### src/rtl/voice_allocator.sv
// -----------------------------------------------------------------------------
// voice_allocator
//
// Assigns MIDI note events to a pool of synthesiser voices. Each accepted event
// is resolved by a sequential scan over all voices (one voice per clock),
// followed by a single issue cycle that updates the voice table and emits a
// one-cycle pulse. The pulse appears VOICES+1 cycles after acceptance.
//
// Note-on priority: retrigger a gated voice already playing the same part+key,
// else the lowest-index idle voice (gate off and engine reports free), else
// (STEAL_MODE=1) the voice with the greatest age, ties to the lowest index,
// else the note is dropped.
//
// Ports
//   reg_clk, reset_reg_N      clock, asynchronous active-low reset
//   note_on_req/note_off_req  event strobes, accepted while evt_ready=1
//   evt_ch/evt_key/evt_vel    event part, key and velocity
//   evt_ready                 allocator idle and able to accept an event
//   all_notes_off             panic strobe: clears every gate (deferred to IDLE)
//   voice_free                per-voice engine idle flags, sampled while scanning
//   note_on/note_off          one-cycle voice start / release pulses
//   cur_key_adr/val, cur_vel, cur_ch   target voice info, held between pulses
//   keys_on                   per-voice gate
//   active_keys               registered popcount of keys_on
//   steal                     with note_on when a gated voice was taken over
//   alloc_fail                note-on dropped
//   off_note_error            note-off matched no gated voice
// -----------------------------------------------------------------------------
package utils;
    // Address width for n items; never narrower than one bit.
    function automatic int clogb2(input int n);
        int r;
        r = 0;
        while ((1 << r) < n) r++;
        return (r < 1) ? 1 : r;
    endfunction
endpackage

module voice_allocator #(
    parameter int VOICES     = 32,
    parameter int V_WIDTH    = utils::clogb2(VOICES),
    parameter int CHANNELS   = 4,
    parameter int STEAL_MODE = 1,
    localparam int CH_WIDTH  = utils::clogb2(CHANNELS)
) (
    input  logic                reg_clk,
    input  logic                reset_reg_N,
    input  logic                note_on_req,
    input  logic                note_off_req,
    input  logic [CH_WIDTH-1:0] evt_ch,
    input  logic [6:0]          evt_key,
    input  logic [6:0]          evt_vel,
    output logic                evt_ready,
    input  logic                all_notes_off,
    input  logic [VOICES-1:0]   voice_free,
    output logic                note_on,
    output logic                note_off,
    output logic [V_WIDTH-1:0]  cur_key_adr,
    output logic [7:0]          cur_key_val,
    output logic [7:0]          cur_vel,
    output logic [CH_WIDTH-1:0] cur_ch,
    output logic [VOICES-1:0]   keys_on,
    output logic [V_WIDTH:0]    active_keys,
    output logic                steal,
    output logic                alloc_fail,
    output logic                off_note_error
);

    typedef enum logic [1:0] {IDLE, SCAN, ISSUE} state_t;

    localparam logic [V_WIDTH:0] AGE_MAX = '1;

    state_t                state;

    // Voice table
    logic [6:0]            voice_key [VOICES];
    logic [CH_WIDTH-1:0]   voice_ch  [VOICES];
    logic [V_WIDTH:0]      voice_age [VOICES];

    // Latched event
    logic [CH_WIDTH-1:0]   ev_ch;
    logic [6:0]            ev_key;
    logic [6:0]            ev_vel;
    logic                  ev_off;

    // Scan results accumulated one voice per cycle
    logic [V_WIDTH-1:0]    scan_idx;
    logic                  match_found;
    logic [V_WIDTH-1:0]    match_idx;
    logic                  free_found;
    logic [V_WIDTH-1:0]    free_idx;
    logic [V_WIDTH-1:0]    oldest_idx;
    logic [V_WIDTH:0]      oldest_age;

    logic                  panic_pending;

    logic                  scan_gated;
    logic                  scan_hit;
    logic                  tgt_valid;
    logic [V_WIDTH-1:0]    tgt_idx;
    logic                  tgt_steal;
    logic [V_WIDTH:0]      on_count;

    function automatic logic [V_WIDTH:0] age_inc(input logic [V_WIDTH:0] a);
        return (a == AGE_MAX) ? a : a + 1'b1;
    endfunction

    // A deferred panic also blocks acceptance so the discarded strobe is
    // never mistaken for an accepted one.
    assign evt_ready = (state == IDLE) && !panic_pending;

    assign scan_gated = keys_on[scan_idx];
    assign scan_hit   = scan_gated && (voice_key[scan_idx] == ev_key)
                                   && (voice_ch[scan_idx] == ev_ch);

    // Note-on target selection from the completed scan.
    always_comb begin
        tgt_valid = 1'b0;
        tgt_idx   = match_idx;
        tgt_steal = 1'b0;
        if (match_found) begin
            tgt_valid = 1'b1;
        end else if (free_found) begin
            tgt_valid = 1'b1;
            tgt_idx   = free_idx;
        end else if (STEAL_MODE != 0) begin
            tgt_valid = 1'b1;
            tgt_idx   = oldest_idx;
            tgt_steal = keys_on[oldest_idx];
        end
    end

    always_comb begin
        on_count = '0;
        for (int v = 0; v < VOICES; v++) begin
            on_count = on_count + {{V_WIDTH{1'b0}}, keys_on[v]};
        end
    end

    always_ff @(posedge reg_clk or negedge reset_reg_N) begin
        if (!reset_reg_N) begin
            active_keys <= '0;
        end else begin
            active_keys <= on_count;
        end
    end

    always_ff @(posedge reg_clk or negedge reset_reg_N) begin
        if (!reset_reg_N) begin
            state          <= IDLE;
            keys_on        <= '0;
            for (int v = 0; v < VOICES; v++) begin
                voice_key[v] <= '0;
                voice_ch[v]  <= '0;
                voice_age[v] <= '0;
            end
            ev_ch          <= '0;
            ev_key         <= '0;
            ev_vel         <= '0;
            ev_off         <= 1'b0;
            scan_idx       <= '0;
            match_found    <= 1'b0;
            match_idx      <= '0;
            free_found     <= 1'b0;
            free_idx       <= '0;
            oldest_idx     <= '0;
            oldest_age     <= '0;
            panic_pending  <= 1'b0;
            note_on        <= 1'b0;
            note_off       <= 1'b0;
            steal          <= 1'b0;
            alloc_fail     <= 1'b0;
            off_note_error <= 1'b0;
            cur_key_adr    <= '0;
            cur_key_val    <= '0;
            cur_vel        <= '0;
            cur_ch         <= '0;
        end else begin
            note_on        <= 1'b0;
            note_off       <= 1'b0;
            steal          <= 1'b0;
            alloc_fail     <= 1'b0;
            off_note_error <= 1'b0;

            if (state != IDLE && all_notes_off) begin
                panic_pending <= 1'b1;
            end

            case (state)
                IDLE: begin
                    if (all_notes_off || panic_pending) begin
                        keys_on       <= '0;
                        panic_pending <= 1'b0;
                    end else if (note_on_req || note_off_req) begin
                        ev_ch       <= evt_ch;
                        ev_key      <= evt_key;
                        ev_vel      <= evt_vel;
                        // Note-off wins over a simultaneous note-on; vel 0 means off.
                        ev_off      <= note_off_req || (evt_vel == 7'd0);
                        scan_idx    <= '0;
                        match_found <= 1'b0;
                        free_found  <= 1'b0;
                        state       <= SCAN;
                    end
                end

                SCAN: begin
                    if (scan_hit && !match_found) begin
                        match_found <= 1'b1;
                        match_idx   <= scan_idx;
                    end
                    if (!scan_gated && voice_free[scan_idx] && !free_found) begin
                        free_found <= 1'b1;
                        free_idx   <= scan_idx;
                    end
                    // Strictly-greater keeps the lowest index on equal ages.
                    if (scan_idx == '0 || voice_age[scan_idx] > oldest_age) begin
                        oldest_age <= voice_age[scan_idx];
                        oldest_idx <= scan_idx;
                    end
                    if (scan_idx == V_WIDTH'(VOICES - 1)) begin
                        state <= ISSUE;
                    end else begin
                        scan_idx <= scan_idx + 1'b1;
                    end
                end

                ISSUE: begin
                    state <= IDLE;
                    if (ev_off) begin
                        if (match_found) begin
                            keys_on[match_idx] <= 1'b0;
                            note_off           <= 1'b1;
                            cur_key_adr        <= match_idx;
                            cur_key_val        <= {1'b0, ev_key};
                            cur_vel            <= {1'b0, ev_vel};
                            cur_ch             <= ev_ch;
                        end else begin
                            off_note_error <= 1'b1;
                        end
                    end else if (tgt_valid) begin
                        for (int v = 0; v < VOICES; v++) begin
                            if (v == int'(tgt_idx)) begin
                                keys_on[v]   <= 1'b1;
                                voice_key[v] <= ev_key;
                                voice_ch[v]  <= ev_ch;
                                voice_age[v] <= '0;
                            end else if (keys_on[v]) begin
                                voice_age[v] <= age_inc(voice_age[v]);
                            end
                        end
                        note_on     <= 1'b1;
                        steal       <= tgt_steal;
                        cur_key_adr <= tgt_idx;
                        cur_key_val <= {1'b0, ev_key};
                        cur_vel     <= {1'b0, ev_vel};
                        cur_ch      <= ev_ch;
                    end else begin
                        alloc_fail <= 1'b1;
                    end
                end

                default: state <= IDLE;
            endcase
        end
    end

endmodule

### config.mk
export PLATFORM = sky130hd
export DESIGN_NAME = voice_allocator
export DESIGN_NICKNAME = d
export VERILOG_FILES = /design/src/rtl/voice_allocator.sv
export SDC_FILE = /design/constraint.sdc
export NUM_CORES = 1
export LEC_CHECK = 0
export BUFFER_PORTS_ARGS = -buffer_cell sky130_fd_sc_hd__buf_2
export CORE_AREA = 4 4 256 258
export CTS_CLUSTER_SIZE = 10
export DETAILED_ROUTE_END_ITERATION = 16
export DIE_AREA = 0 0 260 262
export GPL_ROUTABILITY_DRIVEN = 0
export PLACE_DENSITY = 0.75
export RECOVER_POWER = 25
export SETUP_SLACK_MARGIN = 0.15
export SYNTH_ARGS = -nofsm -noshare
export SYNTH_HDL_FRONTEND = slang
export SYNTH_SLANG_ARGS = --single-unit
export TNS_END_PERCENT = 5
### constraint.sdc
create_clock -name reg_clk -period 4.6 [get_ports reg_clk]
set_clock_uncertainty 0.2 [all_clocks]
set_input_delay 0.46 -clock reg_clk [delete_from_list [all_inputs] [get_ports reg_clk]]
set_output_delay 0.46 -clock reg_clk [all_outputs]
set_load 0.01 [all_outputs]
== Word-level counts from Yosys, hierarchy flattened ==
Cells that the tools add are included.
Storage, ports and cells
  word-level logic and storage cells: 714
  register bits after elaboration: 593
  output and inout bits: 67
  input port bits: 53
Operators by class
  reduce and logical (&&, ||, !) cells: 160
  bitwise gates (word level): 5
  $add $sub $neg: 64
  equality and inequality tests: 141
  muxes and demuxes: 188
  order comparisons: 6
Operator list (count)
  $mux W6: 98
  $reduce_and A4 Y1: 67
  $add A6 B1 Y6 const B: 32
  $eq A6 B6 Y1 const B: 32
  $add A6 B1 Y6: 26
  $reduce_and A3 Y1: 34
  $ne A3 B3 Y1 const B: 33
  $mux W32: 3
  $eq A5 B5 Y1 const A: 16
  $ne A2 B2 Y1 const B: 37
  $reduce_bool A2 Y1: 35
  $pmux W32 S2: 1
  $mux W1: 55
  $eq A4 B5 Y1 const A: 8
  $bmux W7 S5: 1
  $mux W5: 7
  $and A32 B32 Y32: 1
  $mux W8: 4
  $not A32 Y32: 1
  $bmux W6 S5: 1
  $eq A3 B5 Y1 const A: 4
  $lt A5 B6 Y1 const B: 3
  $bmux W1 S5: 3
  $mux W2: 7
  other kinds (32): 55

== Logic depth before layout (Yosys ltp) ==
  word-level depth: 31
  mapped depth: 21
  depth with buffers taken out: 17

== Worst setup path after synthesis ==
Ideal clock, no wire load.
  kind: reg-to-reg
  start point: register scan_idx[0]
  end point: register oldest_age[2]
  required time: 4275 ps
  stages on the path, launching flop included: 20
  slack: -426 ps
  setup time: 125 ps
  period minus slack after synthesis: 5026 ps
  path buffers: 7
  arrival time: 4701 ps
  cell sequence: dfrtp_1 -> buf_4 -> buf_6 -> buf_4 -> buf_4 -> buf_2 -> clkbuf_1 -> mux4_2 -> mux4_2 -> mux2_2 -> ha_1 -> nor2b_1 -> o21a_1 -> o21a_1 -> o21a_1 -> o21ai_0 -> a32oi_1 -> o21ai_0 -> clkbuf_1 -> mux2_2
Between the ends
  longest elaborated chain between the ends: 7
  elaborated cells on any way between the ends: 8
Ends and longest elaborated chain
  start: declaration: line 87  | logic [V_WIDTH-1:0] scan_idx;
  start signal: assignment: line 224  | scan_idx <= scan_idx + 1'b1;
  $not A5 Y6 (not written as such): line 217, 218
  $bmux W6 S5: line 217, 218
  $mux W6 (not written as such) (2 in series): line 217, 218
  $gt A6 B6 Y1: line 217  | if (scan_idx == '0 || voice_age[scan_idx] > oldest_age) begin
  $logic_or A1 B1 Y1: line 217
  $reduce_and A2 Y1 (no source line)
  end signal: assignment: line 218  | oldest_age <= voice_age[scan_idx];
  end: declaration: line 93  | logic [V_WIDTH:0] oldest_age;
Several ways; a longest one is shown, not always the timed one. The select of a mux whose other input is x is not followed.
A chain may end at the register's enable or synchronous reset.

== Final worst setup path ==
  start point: register keys_on[15]
  end point: register active_keys[4]
Between the ends
  longest elaborated chain between the ends: 17
Ends and longest elaborated chain
  start: declaration: line 62  | output logic [VOICES-1:0] keys_on,
  start signal: assignment: line 151  | keys_on <= '0;
  start signal: assignment: line 192  | keys_on <= '0;
  start signal: indexed assignment: line 232  | keys_on[match_idx] <= 1'b0;
  $add A6 B1 Y6 (17 in series): line 136  | on_count = on_count + {{V_WIDTH{1'b0}}, keys_on[v]};
  net on_count[4]: line 102  | logic [V_WIDTH:0] on_count;
  end signal: assignment: line 144  | active_keys <= on_count;
  end: declaration: line 63  | output logic [V_WIDTH:0] active_keys,
The timed path passes the listed nets, and every way through them passes these cells.

==> run summary <==
Status: complete, but fails checks
Failing checks: max-capacitance violations, max-slew violations, negative setup slack
Final Critical Period: 4.88 ns
Filler Cell Count: 5089
Total gr overflow: 0
Hold Path Origin: note_off_req
CTS tree: yes
Clk sinks: 591
Area Overhead vs Synth: 13.7%
Most frequent cells in the layout: dfrtp_1, nand2_1, mux2_2, nor2_1, mux4_2
Placed Instances: 3591
Crit Path Max Fanout: 2
Initial antenna violation count: 6
Commonest non-fill, non-tap cell in the layout: dfrtp_1
Worst Setup SP: keys_on[15]
Netlist cell types: 60
Most used DFF post-synth: dfrtp_1
Syn Std Cell Area: 30800 µm²
Starting Density: 48.8%
Die height: 262 µm
Largest net degree at the start of global routing: 104
Global-route wire length before repair: 141000 µm
FMAX: 205 MHz
Met3 WL: 10200 µm
# setup viols final: 5
Worst VDD drop: 610 µV
Clock Path Buffers: 3
Non-filler cells, final: 3705
Cts bufs inserted: 71
Max transition margin: -81.3%
I/O Buffers: 116
Inserted Diodes: 0
Std cell rows: 92
Clk root buf: clkbuf_16
Min Hold Slack: 0.160 ns
Mapped Avg Cell Area: 11.5 µm²
Data arrival, critical path: 5.18 ns
Top-level I/O count: 120
DP HPWL: 63500 µm
Routed Antenna Nets: 0
Worst-path clk slew: 0.06 ns
Hold Violations, Final: 0
Power, Total: 0.0151 W
Vias/cell: 6.38
1st-iter DRT viols: 2806
1st-pass router iterations: 6
Async S/R FF share, synth: 100%
Top layer in use: met5
Cells after synthesis: 2671
Leakage: 16.4 nW
Met2 routed WL: 41600 µm
Seq/Total Area, Yosys: 48.1%
# DRC: 0
Setup Fix Bufs, Post-CTS: 0
Die area: 68100 µm²
Core area: 63000 µm²
Pins Over Slew Limit: 102
Layout Nets: 2961
Clk_lat worst skew: 0.61 ns
Share of cells above drive strength 1: 26.4%
Worst-margin pin slew: 2.72 ns
WL/cell: 24.7 µm
Max_cap viols: 1
Startpoint types: flip-flop
GRT Util Overall: 26.9%
CP Capture Type: flip-flop
Final Cycle Share: 106%
Type of the worst min-delay path: in2reg
CP Class: reg2reg
Total wire length: 91300 µm
Via count: 23.6k
Number of synthesized register bits: 591
PD cells: 433 nW/µm²
YS warnings: 0
RR Startpoint: keys_on[15]
Die W: 260 µm
Critical Path RT: 4.89 ns
Vias in the first global route: 24.0k
Met1 WL: 34600 µm
Final worst slack: -0.285 ns
Post-synth EDFFs: 0
H-tree depth: 3
Unrepaired setup endpoints after global routing: yes
[state kept, by name, indices dropped and copies added (netlist names), 6 cells and up]
register     cells
voice_key      224
voice_age      192
voice_ch        64
keys_on         32
cur_key_val      7
cur_vel          7
ev_key           7
ev_vel           7
active_keys      6
oldest_age       6
[layout make-up]
type | count | area, µm² | share of cell area [%]
Clock inverter | 8 | 154 | 0.440
Tap cell | 846 | 1060 | 3.03
Timing Repair Buffer | 253 | 1720 | 4.91
Inverter | 62 | 233 | 0.666
Multi-Input combinational cell | 1857 | 15100 | 43.2
Clock buffer | 88 | 1900 | 5.44
Sequential cell | 591 | 14800 | 42.3
[routing by layer]
| metal | vias up | GRT usage, % |
|---|---|---|
| met4 | 6 | 13.1 |
| li1 | 9919 | - |
| met3 | 320 | 7.32 |
| met2 | 1473 | 41.4 |
| met1 | 11925 | 35.5 |
| met5 | - | 0 |
[timing repair]
| item | CTS | global route |
|---|---|---|
| pin swaps | 1 | 1 |
| hold buffers | 18 | 0 |
| endpoints found under the setup margin | 15 | 15 |
| gates cloned | 0 | 0 |
| hold endpoints to repair | 113 | 0 |
| gates resized for setup | 8 | 9 |
[synth_stat cells, drive strengths merged (3+ instances only)]
library cell | n | area share, %
ha | 48 | 2.0
mux4 | 138 | 10
mux2 | 290 | 11
a22oi | 31 | 0.76
fa | 24 | 1.6
o21ai | 129 | 2.1
inv | 62 | 0.76
a31oi | 24 | 0.49
nor2b | 19 | 0.39
a221oi | 6 | 0.17
nand3 | 101 | 1.6
or3 | 18 | 0.37
and2 | 6 | 0.12
nor4 | 4 | 0.13
mux2i | 81 | 2.6
o21a | 5 | 0.12
o211a | 8 | 0.26
nor3b | 3 | 0.073
nor2 | 196 | 2.4
o22a | 12 | 0.34
clkbuf | 105 | 1.3
o31ai | 26 | 0.63
a311oi | 3 | 0.085
o211ai | 13 | 0.32
xor2 | 77 | 2.2
o22ai | 10 | 0.20
buf | 58 | 1.1
nor3 | 21 | 0.37
nand2 | 350 | 4.3
and3 | 29 | 0.59
nand2b | 12 | 0.24
a21oi | 77 | 1.3
xnor2 | 15 | 0.43
nand3b | 4 | 0.098
a32o | 11 | 0.36
dfrtp | 591 | 48
a22o | 4 | 0.11
a211oi | 3 | 0.073
nand4 | 38 | 0.77
[power by group]
part / total, W / internal (W) / switching, W
sequential: 0.00586 / 0.00538 / 0.000479
clock: 0.00516 / 0.00301 / 0.00215
combinational: 0.00411 / 0.00148 / 0.00264
[critical path, cell delays in order, from the launching register on]
cell,delay (ns)
dfrtp_1,0.39
fa_1,0.57
fa_1,0.48
fa_1,0.58
fa_1,0.48
fa_1,0.52
inv_1,0.05
fa_1,0.46
inv_2,0.09
ha_4,0.14
inv_2,0.04
fa_2,0.34
inv_1,0.08
a21o_1,0.14
a21oi_2,0.06
xnor2_1,0.12
[worst paths after layout]
check / slack [ns] / depth (start not counted) / endpoint
setup / recovery: -0.28 / 15 / active_keys[4]
hold / removal: 0.16 / 3 / ev_off
setup reg to reg: -0.28 / 15 / active_keys[4]
hold reg to reg: 0.27 / 2 / voice_key[119]
max in group asynchronous: 0.63 / 3 / ev_ch[0]
min in group asynchronous: 1.03 / 2 / voice_age[22]
[cells by family after synthesis]
| logic type | after synthesis | synth area share (%) |
|---|---|---|
| muxes | 509 | 23.4 |
| adders and majority gates | 72 | 3.51 |
| and+or+nand+nor | 807 | 11.6 |
| buffers and inverters | 225 | 3.19 |
| AOI/OAI and AO/OA | 374 | 7.61 |
| other | 1 | 0.0122 |
| DFF | 591 | 48.1 |
| xor gates and xnor gates | 92 | 2.62 |
[metrics by stage]
step           utilization (%)  setup TNS, ns  cell area, µm²  setup WS (ns)
6_report                  55.5         -0.762           35000         -0.285
2_1_floorplan                -         -0.386           30800        -0.0376
3_3_place_gp              52.0         -0.252           32700         -0.133
5_1_grt                   55.5          -1.19           35000         -0.370
4_1_cts                   55.6         -0.737           35000         -0.271
3_5_place_dp              52.0         -0.685           32700         -0.270
(Power assumes the default switching activity.)
